===== config.mk =====
export PLATFORM = sky130hd
export DESIGN_NAME = mr_idecode_flat
export DESIGN_NICKNAME = d
export VERILOG_FILES = /design/src/rtl/mr_pkg.sv /design/src/rtl/mr_idecode_if.sv /design/src/rtl/mr_immgen.sv /design/src/rtl/mr_idecode.sv /design/src/flat_wrapper.sv
export SDC_FILE = /design/constraint.sdc
export NUM_CORES = 1
export LEC_CHECK = 0
export CAP_MARGIN = 20
export CORE_ASPECT_RATIO = 0.75
export CORE_UTILIZATION = 55
export DETAILED_ROUTE_END_ITERATION = 6
export DONT_BUFFER_PORTS = 1
export GPL_TIMING_DRIVEN = 0
export PLACE_DENSITY = 0.72
export SLEW_MARGIN = 5
export SYNTH_ARGS = -nofsm -noshare
export SYNTH_HDL_FRONTEND = slang
export SYNTH_SLANG_ARGS = --single-unit

===== constraint.sdc =====
create_clock -name clk -period 3.4 [get_ports clk]
set_input_delay 0.68 -clock clk [delete_from_list [all_inputs] [get_ports clk]]
set_output_delay 0.68 -clock clk [all_outputs]
set_load 0.02 [all_outputs]

===== src/rtl/mr_pkg.sv =====
// Shared RV32I decode definitions: operation classes, opcode constants,
// immediate formats and the decoded bundle handed from decode to execute.
`ifndef XLEN
`define XLEN 32
`endif
`ifndef IMAXLEN
`define IMAXLEN 32
`endif

package mr_pkg;

  typedef enum logic [3:0] {
    OP_ILLEGAL = 4'd0,
    OP_LUI     = 4'd1,
    OP_AUIPC   = 4'd2,
    OP_JAL     = 4'd3,
    OP_JALR    = 4'd4,
    OP_BRANCH  = 4'd5,
    OP_LOAD    = 4'd6,
    OP_STORE   = 4'd7,
    OP_OPIMM   = 4'd8,
    OP_OP      = 4'd9,
    OP_FENCE   = 4'd10,
    OP_SYSTEM  = 4'd11
  } op_t;

  typedef enum logic [2:0] {
    FMT_NONE = 3'd0,
    FMT_I    = 3'd1,
    FMT_S    = 3'd2,
    FMT_B    = 3'd3,
    FMT_U    = 3'd4,
    FMT_J    = 3'd5
  } imm_fmt_t;

  localparam logic [6:0] OPC_LUI      = 7'b0110111;
  localparam logic [6:0] OPC_AUIPC    = 7'b0010111;
  localparam logic [6:0] OPC_JAL      = 7'b1101111;
  localparam logic [6:0] OPC_JALR     = 7'b1100111;
  localparam logic [6:0] OPC_BRANCH   = 7'b1100011;
  localparam logic [6:0] OPC_LOAD     = 7'b0000011;
  localparam logic [6:0] OPC_STORE    = 7'b0100011;
  localparam logic [6:0] OPC_OP_IMM   = 7'b0010011;
  localparam logic [6:0] OPC_OP       = 7'b0110011;
  localparam logic [6:0] OPC_MISC_MEM = 7'b0001111;
  localparam logic [6:0] OPC_SYSTEM   = 7'b1110011;

  localparam logic [6:0] F7_BASE = 7'h00;
  localparam logic [6:0] F7_ALT  = 7'h20;

  typedef struct packed {
    logic [`XLEN-1:0] pc;
    op_t              op;
    logic [2:0]       funct3;
    logic             alt;
    logic [4:0]       rd;
    logic [4:0]       rs1;
    logic [4:0]       rs2;
    logic             rd_we;
    logic             illegal;
    logic [`XLEN-1:0] imm;
  } bundle_t;

  localparam bundle_t BUNDLE_ZERO = '0;

endpackage


===== src/rtl/mr_idecode_if.sv =====
// Fetch -> decode -> execute handshake bundle plus the writeback flush.
// master = environment (fetch/execute/writeback side), slave = decoder.
`ifndef XLEN
`define XLEN 32
`endif
`ifndef IMAXLEN
`define IMAXLEN 32
`endif

interface mr_idecode_if import mr_pkg::*; #(
  parameter int XLEN    = `XLEN,
  parameter int IMAXLEN = `IMAXLEN
);
  logic [IMAXLEN-1:0] inst;
  logic [XLEN-1:0]    inst_pc;
  logic               inst_valid;
  logic               id_ready;

  logic               ex_valid;
  logic               ex_ready;
  logic [XLEN-1:0]    ex_pc;
  op_t                ex_op;
  logic [2:0]         ex_funct3;
  logic               ex_alt;
  logic [4:0]         ex_rd;
  logic [4:0]         ex_rs1;
  logic [4:0]         ex_rs2;
  logic               ex_rd_we;
  logic [XLEN-1:0]    ex_imm;
  logic               ex_illegal;

  logic               wb_pc_valid;

  modport master (
    output inst, inst_pc, inst_valid, ex_ready, wb_pc_valid,
    input  id_ready, ex_valid, ex_pc, ex_op, ex_funct3, ex_alt,
           ex_rd, ex_rs1, ex_rs2, ex_rd_we, ex_imm, ex_illegal
  );

  modport slave (
    input  inst, inst_pc, inst_valid, ex_ready, wb_pc_valid,
    output id_ready, ex_valid, ex_pc, ex_op, ex_funct3, ex_alt,
           ex_rd, ex_rs1, ex_rs2, ex_rd_we, ex_imm, ex_illegal
  );
endinterface


===== src/rtl/mr_immgen.sv =====
// Combinational RV32I immediate extraction; every format is sign-extended
// from inst[31]. Only the bits above the opcode field are needed.
`ifndef XLEN
`define XLEN 32
`endif

module mr_immgen import mr_pkg::*; #(
  parameter int XLEN = `XLEN
) (
  input  logic [31:7]     inst,
  input  imm_fmt_t        fmt,
  output logic [XLEN-1:0] imm
);

  logic signed [11:0] i_imm;
  logic signed [11:0] s_imm;
  logic signed [12:0] b_imm;
  logic signed [31:0] u_imm;
  logic signed [20:0] j_imm;

  assign i_imm = inst[31:20];
  assign s_imm = {inst[31:25], inst[11:7]};
  assign b_imm = {inst[31], inst[7], inst[30:25], inst[11:8], 1'b0};
  assign u_imm = {inst[31:12], 12'h000};
  assign j_imm = {inst[31], inst[19:12], inst[20], inst[30:21], 1'b0};

  // Size casts of signed operands perform the sign extension.
  always_comb begin
    imm = '0;
    case (fmt)
      FMT_I:   imm = XLEN'(i_imm);
      FMT_S:   imm = XLEN'(s_imm);
      FMT_B:   imm = XLEN'(b_imm);
      FMT_U:   imm = XLEN'(u_imm);
      FMT_J:   imm = XLEN'(j_imm);
      default: imm = '0;
    endcase
  end

endmodule


===== src/rtl/mr_idecode.sv =====
// RV32I instruction decode stage, one-cycle latency, valid/ready on both sides.
// Define MR_ID_SKID_EN to add a one-entry skid buffer with a registered id_ready.
`ifndef XLEN
`define XLEN 32
`endif
`ifndef IMAXLEN
`define IMAXLEN 32
`endif

module mr_idecode import mr_pkg::*; #(
  parameter int XLEN    = `XLEN,
  parameter int IMAXLEN = `IMAXLEN
) (
  input logic         clk,
  input logic         rst,
  mr_idecode_if.slave bus
);

  logic [IMAXLEN-1:0] inst_p0;
  logic [6:0]         opcode;
  logic [2:0]         funct3;
  logic [6:0]         funct7;
  logic [4:0]         rd;
  op_t                op_p0;
  imm_fmt_t           fmt_p0;
  logic               legal_p0;
  logic               writes_p0;
  logic               alt_p0;
  logic [XLEN-1:0]    imm_p0;
  bundle_t            dec_p0;

  assign inst_p0 = bus.inst;
  assign opcode  = inst_p0[6:0];
  assign funct3  = inst_p0[14:12];
  assign funct7  = inst_p0[31:25];
  assign rd      = inst_p0[11:7];

  // ---- stage p0: combinational decode of the fetch word ----
  always_comb begin
    op_p0     = OP_ILLEGAL;
    fmt_p0    = FMT_NONE;
    legal_p0  = 1'b1;
    writes_p0 = 1'b0;
    alt_p0    = 1'b0;
    case (opcode)
      OPC_LUI: begin
        op_p0 = OP_LUI; fmt_p0 = FMT_U; writes_p0 = 1'b1;
      end
      OPC_AUIPC: begin
        op_p0 = OP_AUIPC; fmt_p0 = FMT_U; writes_p0 = 1'b1;
      end
      OPC_JAL: begin
        op_p0 = OP_JAL; fmt_p0 = FMT_J; writes_p0 = 1'b1;
      end
      OPC_JALR: begin
        op_p0 = OP_JALR; fmt_p0 = FMT_I; writes_p0 = 1'b1;
        legal_p0 = (funct3 == 3'b000);
      end
      OPC_BRANCH: begin
        op_p0 = OP_BRANCH; fmt_p0 = FMT_B;
        legal_p0 = (funct3 != 3'b010) && (funct3 != 3'b011);
      end
      OPC_LOAD: begin
        op_p0 = OP_LOAD; fmt_p0 = FMT_I; writes_p0 = 1'b1;
        legal_p0 = (funct3 != 3'b011) && (funct3 != 3'b110) && (funct3 != 3'b111);
      end
      OPC_STORE: begin
        op_p0 = OP_STORE; fmt_p0 = FMT_S;
        legal_p0 = (funct3 <= 3'b010);
      end
      OPC_OP_IMM: begin
        op_p0 = OP_OPIMM; fmt_p0 = FMT_I; writes_p0 = 1'b1;
        if (funct3 == 3'b001) begin
          alt_p0   = inst_p0[30];
          legal_p0 = (funct7 == F7_BASE);
        end else if (funct3 == 3'b101) begin
          alt_p0   = inst_p0[30];
          legal_p0 = (funct7 == F7_BASE) || (funct7 == F7_ALT);
        end
      end
      OPC_OP: begin
        op_p0 = OP_OP; writes_p0 = 1'b1; alt_p0 = inst_p0[30];
        legal_p0 = (funct7 == F7_BASE) ||
                   ((funct7 == F7_ALT) && ((funct3 == 3'b000) || (funct3 == 3'b101)));
      end
      OPC_MISC_MEM: begin
        op_p0 = OP_FENCE; fmt_p0 = FMT_I;
      end
      OPC_SYSTEM: begin
        op_p0 = OP_SYSTEM; fmt_p0 = FMT_I; writes_p0 = 1'b1;
      end
      default: legal_p0 = 1'b0;
    endcase
    if (inst_p0[1:0] != 2'b11) legal_p0 = 1'b0;
  end

  mr_immgen #(.XLEN(XLEN)) u_immgen (
    .inst (inst_p0[31:7]),
    .fmt  (fmt_p0),
    .imm  (imm_p0)
  );

  // Illegal encodings still travel downstream, but with no side effects.
  always_comb begin
    dec_p0        = BUNDLE_ZERO;
    dec_p0.pc     = bus.inst_pc;
    dec_p0.funct3 = funct3;
    dec_p0.rd     = rd;
    dec_p0.rs1    = inst_p0[19:15];
    dec_p0.rs2    = inst_p0[24:20];
    if (legal_p0) begin
      dec_p0.op    = op_p0;
      dec_p0.alt   = alt_p0;
      dec_p0.rd_we = writes_p0 && (rd != 5'd0);
      dec_p0.imm   = imm_p0;
    end else begin
      dec_p0.op      = OP_ILLEGAL;
      dec_p0.illegal = 1'b1;
    end
  end

  // ---- stage p1: output register (and optional skid entry) ----
  bundle_t out_p1;
  logic    vld_p1;
  logic    id_ready;
  logic    in_fire;
  logic    out_free;
  logic    flush;

  assign flush    = bus.wb_pc_valid;
  assign out_free = !vld_p1 || bus.ex_ready;
  assign in_fire  = bus.inst_valid && id_ready && !flush;

`ifdef MR_ID_SKID_EN
  bundle_t skid_p1;
  logic    skid_vld_p1;

  // Ready comes straight from a flop, so fetch never sees ex_ready combinationally.
  assign id_ready = !skid_vld_p1;

  always_ff @(posedge clk) begin
    if (rst) begin
      vld_p1      <= 1'b0;
      skid_vld_p1 <= 1'b0;
      out_p1      <= BUNDLE_ZERO;
      skid_p1     <= BUNDLE_ZERO;
    end else if (flush) begin
      vld_p1      <= 1'b0;
      skid_vld_p1 <= 1'b0;
    end else if (out_free) begin
      if (skid_vld_p1) begin
        out_p1      <= skid_p1;
        vld_p1      <= 1'b1;
        skid_vld_p1 <= 1'b0;
      end else begin
        vld_p1 <= in_fire;
        if (in_fire) out_p1 <= dec_p0;
      end
    end else if (in_fire) begin
      skid_p1     <= dec_p0;
      skid_vld_p1 <= 1'b1;
    end
  end
`else
  assign id_ready = out_free;

  always_ff @(posedge clk) begin
    if (rst) begin
      vld_p1 <= 1'b0;
      out_p1 <= BUNDLE_ZERO;
    end else if (flush) begin
      vld_p1 <= 1'b0;
    end else if (out_free) begin
      vld_p1 <= in_fire;
      if (in_fire) out_p1 <= dec_p0;
    end
  end
`endif

  assign bus.id_ready   = id_ready;
  assign bus.ex_valid   = vld_p1;
  assign bus.ex_pc      = out_p1.pc;
  assign bus.ex_op      = out_p1.op;
  assign bus.ex_funct3  = out_p1.funct3;
  assign bus.ex_alt     = out_p1.alt;
  assign bus.ex_rd      = out_p1.rd;
  assign bus.ex_rs1     = out_p1.rs1;
  assign bus.ex_rs2     = out_p1.rs2;
  assign bus.ex_rd_we   = out_p1.rd_we;
  assign bus.ex_imm     = out_p1.imm;
  assign bus.ex_illegal = out_p1.illegal;

endmodule


===== src/flat_wrapper.sv =====
// flat-port wrapper written by rule: the top's interface ports become plain ports
module mr_idecode_flat import mr_pkg::*;
#(
  parameter int XLEN    = `XLEN,
  parameter int IMAXLEN = `IMAXLEN
)
  (clk, rst, bus_inst, bus_inst_pc, bus_inst_valid, bus_ex_ready, bus_wb_pc_valid, bus_id_ready, bus_ex_valid, bus_ex_pc, bus_ex_op, bus_ex_funct3, bus_ex_alt, bus_ex_rd, bus_ex_rs1, bus_ex_rs2, bus_ex_rd_we, bus_ex_imm, bus_ex_illegal);
  mr_idecode_if #(.XLEN(XLEN), .IMAXLEN(IMAXLEN)) bus_i ();
  input logic clk;
  input logic rst;
  input wire logic [$bits(bus_i.inst)-1:0] bus_inst;
  input wire logic [$bits(bus_i.inst_pc)-1:0] bus_inst_pc;
  input wire logic [$bits(bus_i.inst_valid)-1:0] bus_inst_valid;
  input wire logic [$bits(bus_i.ex_ready)-1:0] bus_ex_ready;
  input wire logic [$bits(bus_i.wb_pc_valid)-1:0] bus_wb_pc_valid;
  output wire logic [$bits(bus_i.id_ready)-1:0] bus_id_ready;
  output wire logic [$bits(bus_i.ex_valid)-1:0] bus_ex_valid;
  output wire logic [$bits(bus_i.ex_pc)-1:0] bus_ex_pc;
  output wire logic [$bits(bus_i.ex_op)-1:0] bus_ex_op;
  output wire logic [$bits(bus_i.ex_funct3)-1:0] bus_ex_funct3;
  output wire logic [$bits(bus_i.ex_alt)-1:0] bus_ex_alt;
  output wire logic [$bits(bus_i.ex_rd)-1:0] bus_ex_rd;
  output wire logic [$bits(bus_i.ex_rs1)-1:0] bus_ex_rs1;
  output wire logic [$bits(bus_i.ex_rs2)-1:0] bus_ex_rs2;
  output wire logic [$bits(bus_i.ex_rd_we)-1:0] bus_ex_rd_we;
  output wire logic [$bits(bus_i.ex_imm)-1:0] bus_ex_imm;
  output wire logic [$bits(bus_i.ex_illegal)-1:0] bus_ex_illegal;
  assign bus_i.inst = bus_inst;
  assign bus_i.inst_pc = bus_inst_pc;
  assign bus_i.inst_valid = bus_inst_valid;
  assign bus_i.ex_ready = bus_ex_ready;
  assign bus_i.wb_pc_valid = bus_wb_pc_valid;
  assign bus_id_ready = bus_i.id_ready;
  assign bus_ex_valid = bus_i.ex_valid;
  assign bus_ex_pc = bus_i.ex_pc;
  assign bus_ex_op = bus_i.ex_op;
  assign bus_ex_funct3 = bus_i.ex_funct3;
  assign bus_ex_alt = bus_i.ex_alt;
  assign bus_ex_rd = bus_i.ex_rd;
  assign bus_ex_rs1 = bus_i.ex_rs1;
  assign bus_ex_rs2 = bus_i.ex_rs2;
  assign bus_ex_rd_we = bus_i.ex_rd_we;
  assign bus_ex_imm = bus_i.ex_imm;
  assign bus_ex_illegal = bus_i.ex_illegal;
  mr_idecode #(.XLEN(XLEN), .IMAXLEN(IMAXLEN)) u_core (.clk(clk), .rst(rst), .bus(bus_i));
endmodule

==> key figures <==
Timing
  • Slack of the critical path: 722.1 ps
  • Achievable frequency: 0.3734 GHz
  • Clk_skew: 7.718 ps
  • Final worst path period share: 78.76%
  • RSZ-0062 raised after global routing: no
  • Slew Viols, Final: 0
  • Setup_tns: 0 ps
  • Final Hold Violating Endpoints: 0
  • Min cycle time layout: 2678 ps
  • Worst-margin pin slew: 1020 ps
  • Final Setup Violations: 0
  • Relative slew slack: 31.85%

Power
  • Maximum VDD drop: 0.3546 mV
  • Comb power frac: 7.0%
  • Int Pwr: 1623 uW
  • Pleak: 0.001375 uW
  • Power per cell area: 538.7 nW/um2
  • Switching Power: 544.5 uW
  • Switching portion of total power: 25.12%
  • Sequential power share: 52.5%
  • Clock network fraction of total power: 40.5%

Synthesis
  • Post-synth EDFFs: 0
  • Cells after synthesis: 460
  • Synth Area in Compound Gates: 24.71%
  • Main flop type after synthesis: dfxtp_1
  • Post-synthesis adder-cell area fraction: 0.2719%
  • Mapped Area: 3681 um2
  • Mux share of post-synthesis cell area: 0%
  • Synth Area in Simple Gates: 21.72%
  • Sequential fraction of the synthesis area: 48.95%
  • Largest family of logic cells by synthesized area: compound AO/OA/AOI/OAI gates
  • Async S/R FF share, synth: 0%
  • Synthesis Warnings: 0
  • Xor/xnor share of the synthesized area: 0.2379%
  • Synth unique cells: 41
  • Syn Area/Cell: 8.002 um2
  • Net Count, Synth: 529
  • FF+latch count, synth: 90

Setup path
  • CP startpoint: bus_inst[25]
  • Worst Path Arrival: 2980 ps
  • CP required: 3700 ps
  • Worst R2R Start: u_core.bus.ex_valid
  • Crit path kind: in2reg
  • Startpoint types: primary input
  • Critical Path End Type: flip-flop
  • Crit Path Max Fanout: 9

Layout
  • Most common cell after layout, fill and taps aside: nand2_1
  • Most frequent cells in the layout: 134 x nand2_1, 90 x dfxtp_1, 79 x a21oi_1, 29 x clkbuf_1
  • Fraction of final layout cells sized beyond drive strength 1: 8.824%
  • Final nets: 540
  • Syn-to-layout area delta: 9.279%
  • Fillers: 587
  • Diode count: 0
  • Layout Cells excl Fill: 557

Clock tree
  • TritonCTS Buffers: 9
  • Post-CTS setup repair buffer count: 0
  • Resized cells post-CTS: 0
  • # clock sinks: 90
  • CTS Hold Buffers Added: 0
  • Clk Latency, worst-skew pair: 360 ps
  • CTS tree: yes
  • H-Tree Depth: 3
  • Clock Pin Slew Worst Setup and Hold Paths: 80 ps
  • Root Driver: clkbuf_8
  • Clk buf depth: 2

Global routing
  • First-pass GRT wire length: 15060 um
  • All-Layer GR Usage: 28.48%
  • Pin count of the biggest net entering global routing: 16
  • Initial antenna violation count: 0
  • GRT overflow: 0
  • Vias in the first global route: 2978

Placement
  • DP HPWL: 7448 um
  • Pre-CTS setup slack: 419.8 ps
  • Port buffer count: 0
  • Cell total after placement: 541
  • Routability Congestion: 0.8563

Outcome
  • Status: finished clean

Floorplan
  • Initial core utilization: 57.69%
  • Core area: 6381 um2
  • # IOs: 160
  • Cell row count: 25
  • Chip width: 96.47 um
  • Die Area: 7027 um2
  • Die height: 72.85 um

Route
  • Antenna Nets Post-Route: 0
  • WL final: 9911 um
  • Routed vias: 3278
  • Number of remaining DRC errors: 0
  • WL per Instance: 17.79 um
  • DR pass1 iterations: 4
  • Starting DRT DRC Count: 190
  • Vias per cell: 5.885

Min path
  • Min-Delay Path Class: in2reg
  • Hold path start: bus_wb_pc_valid

Job
  • Number of max-cap violations: 0
cells by family after synthesis:
| kind of cell | Yosys count |
|---|---|
| flip-flops | 90 |
| adder cells (fa/ha/maj) | 1 |
| AO/OA/AOI/OAI | 147 |
| buffers and inverters | 36 |
| AND/OR/NAND/NOR | 185 |
| XOR/XNOR | 1 |
power by group through the flow:
stage	Combinational, uW	Clock (uW)	Sequential (uW)
2_1_floorplan	115	0	1160
3_3_place_gp	147	0	1160
3_5_place_dp	150	0	1160
4_1_cts	150	888	1140
5_1_grt	172	927	1140
6_report	151	877	1140
per-layer routing:
metal	global-route usage, %	part of all wire, %	vias up	routed length (um)
li1	-	-	1606	-
met1	37.99	44	1500	4328
met2	42.33	42	162	4205
met3	12.40	13	10	1284
met4	7.026	0.94	0	93
met5	0	0	-	0
critical path, cell delays in order:
cell and delay (ps):
or4_1 560, o32a_1 340, o31ai_2 260, a211oi_1 140, nor4_2 720, a32o_1 280
worst paths after layout:
check,end,slack (ps),cells after the start
setup / recovery,u_core.bus.ex_imm[8],720,6
hold / removal,u_core.bus.ex_valid,390,1
hold reg to reg,u_core.bus.ex_imm[27],560,2
setup reg to reg,u_core.bus.ex_imm[10],890,5
Yosys cell counts (all sizes together) (3+ instances only):
master	number	share of area [%]
nor3	8	1.1
and2	3	0.51
a21oi	79	11
nor2	15	1.5
a32o	7	1.9
inv	5	0.51
and3	3	0.51
o21ai	40	7.5
a22oi	10	2.0
clkbuf	28	2.9
nand2	134	14
buf	3	0.75
nor2b	3	0.51
dfxtp	90	49
or4	3	0.61
registers in the layout (all words and copies together), names as in the netlist:
name                   cells
u_core.bus.ex_imm         32
u_core.bus.ex_pc          32
u_core.bus.ex_rd           5
u_core.bus.ex_rs1          5
u_core.bus.ex_rs2          5
u_core.bus.ex_op           4
u_core.bus.ex_funct3       3
u_core.bus.ex_alt          1
u_core.bus.ex_illegal      1
u_core.bus.ex_rd_we        1
u_core.bus.ex_valid        1
area by class of cell:
class	count	area (um2)	share of cell area, %
inverters	5	18.77	0.4666
clock buffers	10	127.6	3.173
clock inverters	6	112.6	2.799
plain buffers	31	132.6	3.297
well taps	81	101.3	2.519
flip-flops and latches	90	1802	44.79
multi-input cells	334	1728	42.95
metrics by stage:
stage | hold slack (ps) | power, uW | area (um2) | utilization [%]
2_1_floorplan | 534.5 | 1272 | 3681 | -
3_3_place_gp | 542.3 | 1310 | 3782 | 59.27
3_5_place_dp | 548.5 | 1313 | 3782 | 59.27
4_1_cts | 381.6 | 2177 | 4023 | 63.04
5_1_grt | 385.2 | 2241 | 4023 | 63.04
6_report | 394.5 | 2167 | 4023 | 63.04
No activity file was read; power rests on OpenSTA's default activity.
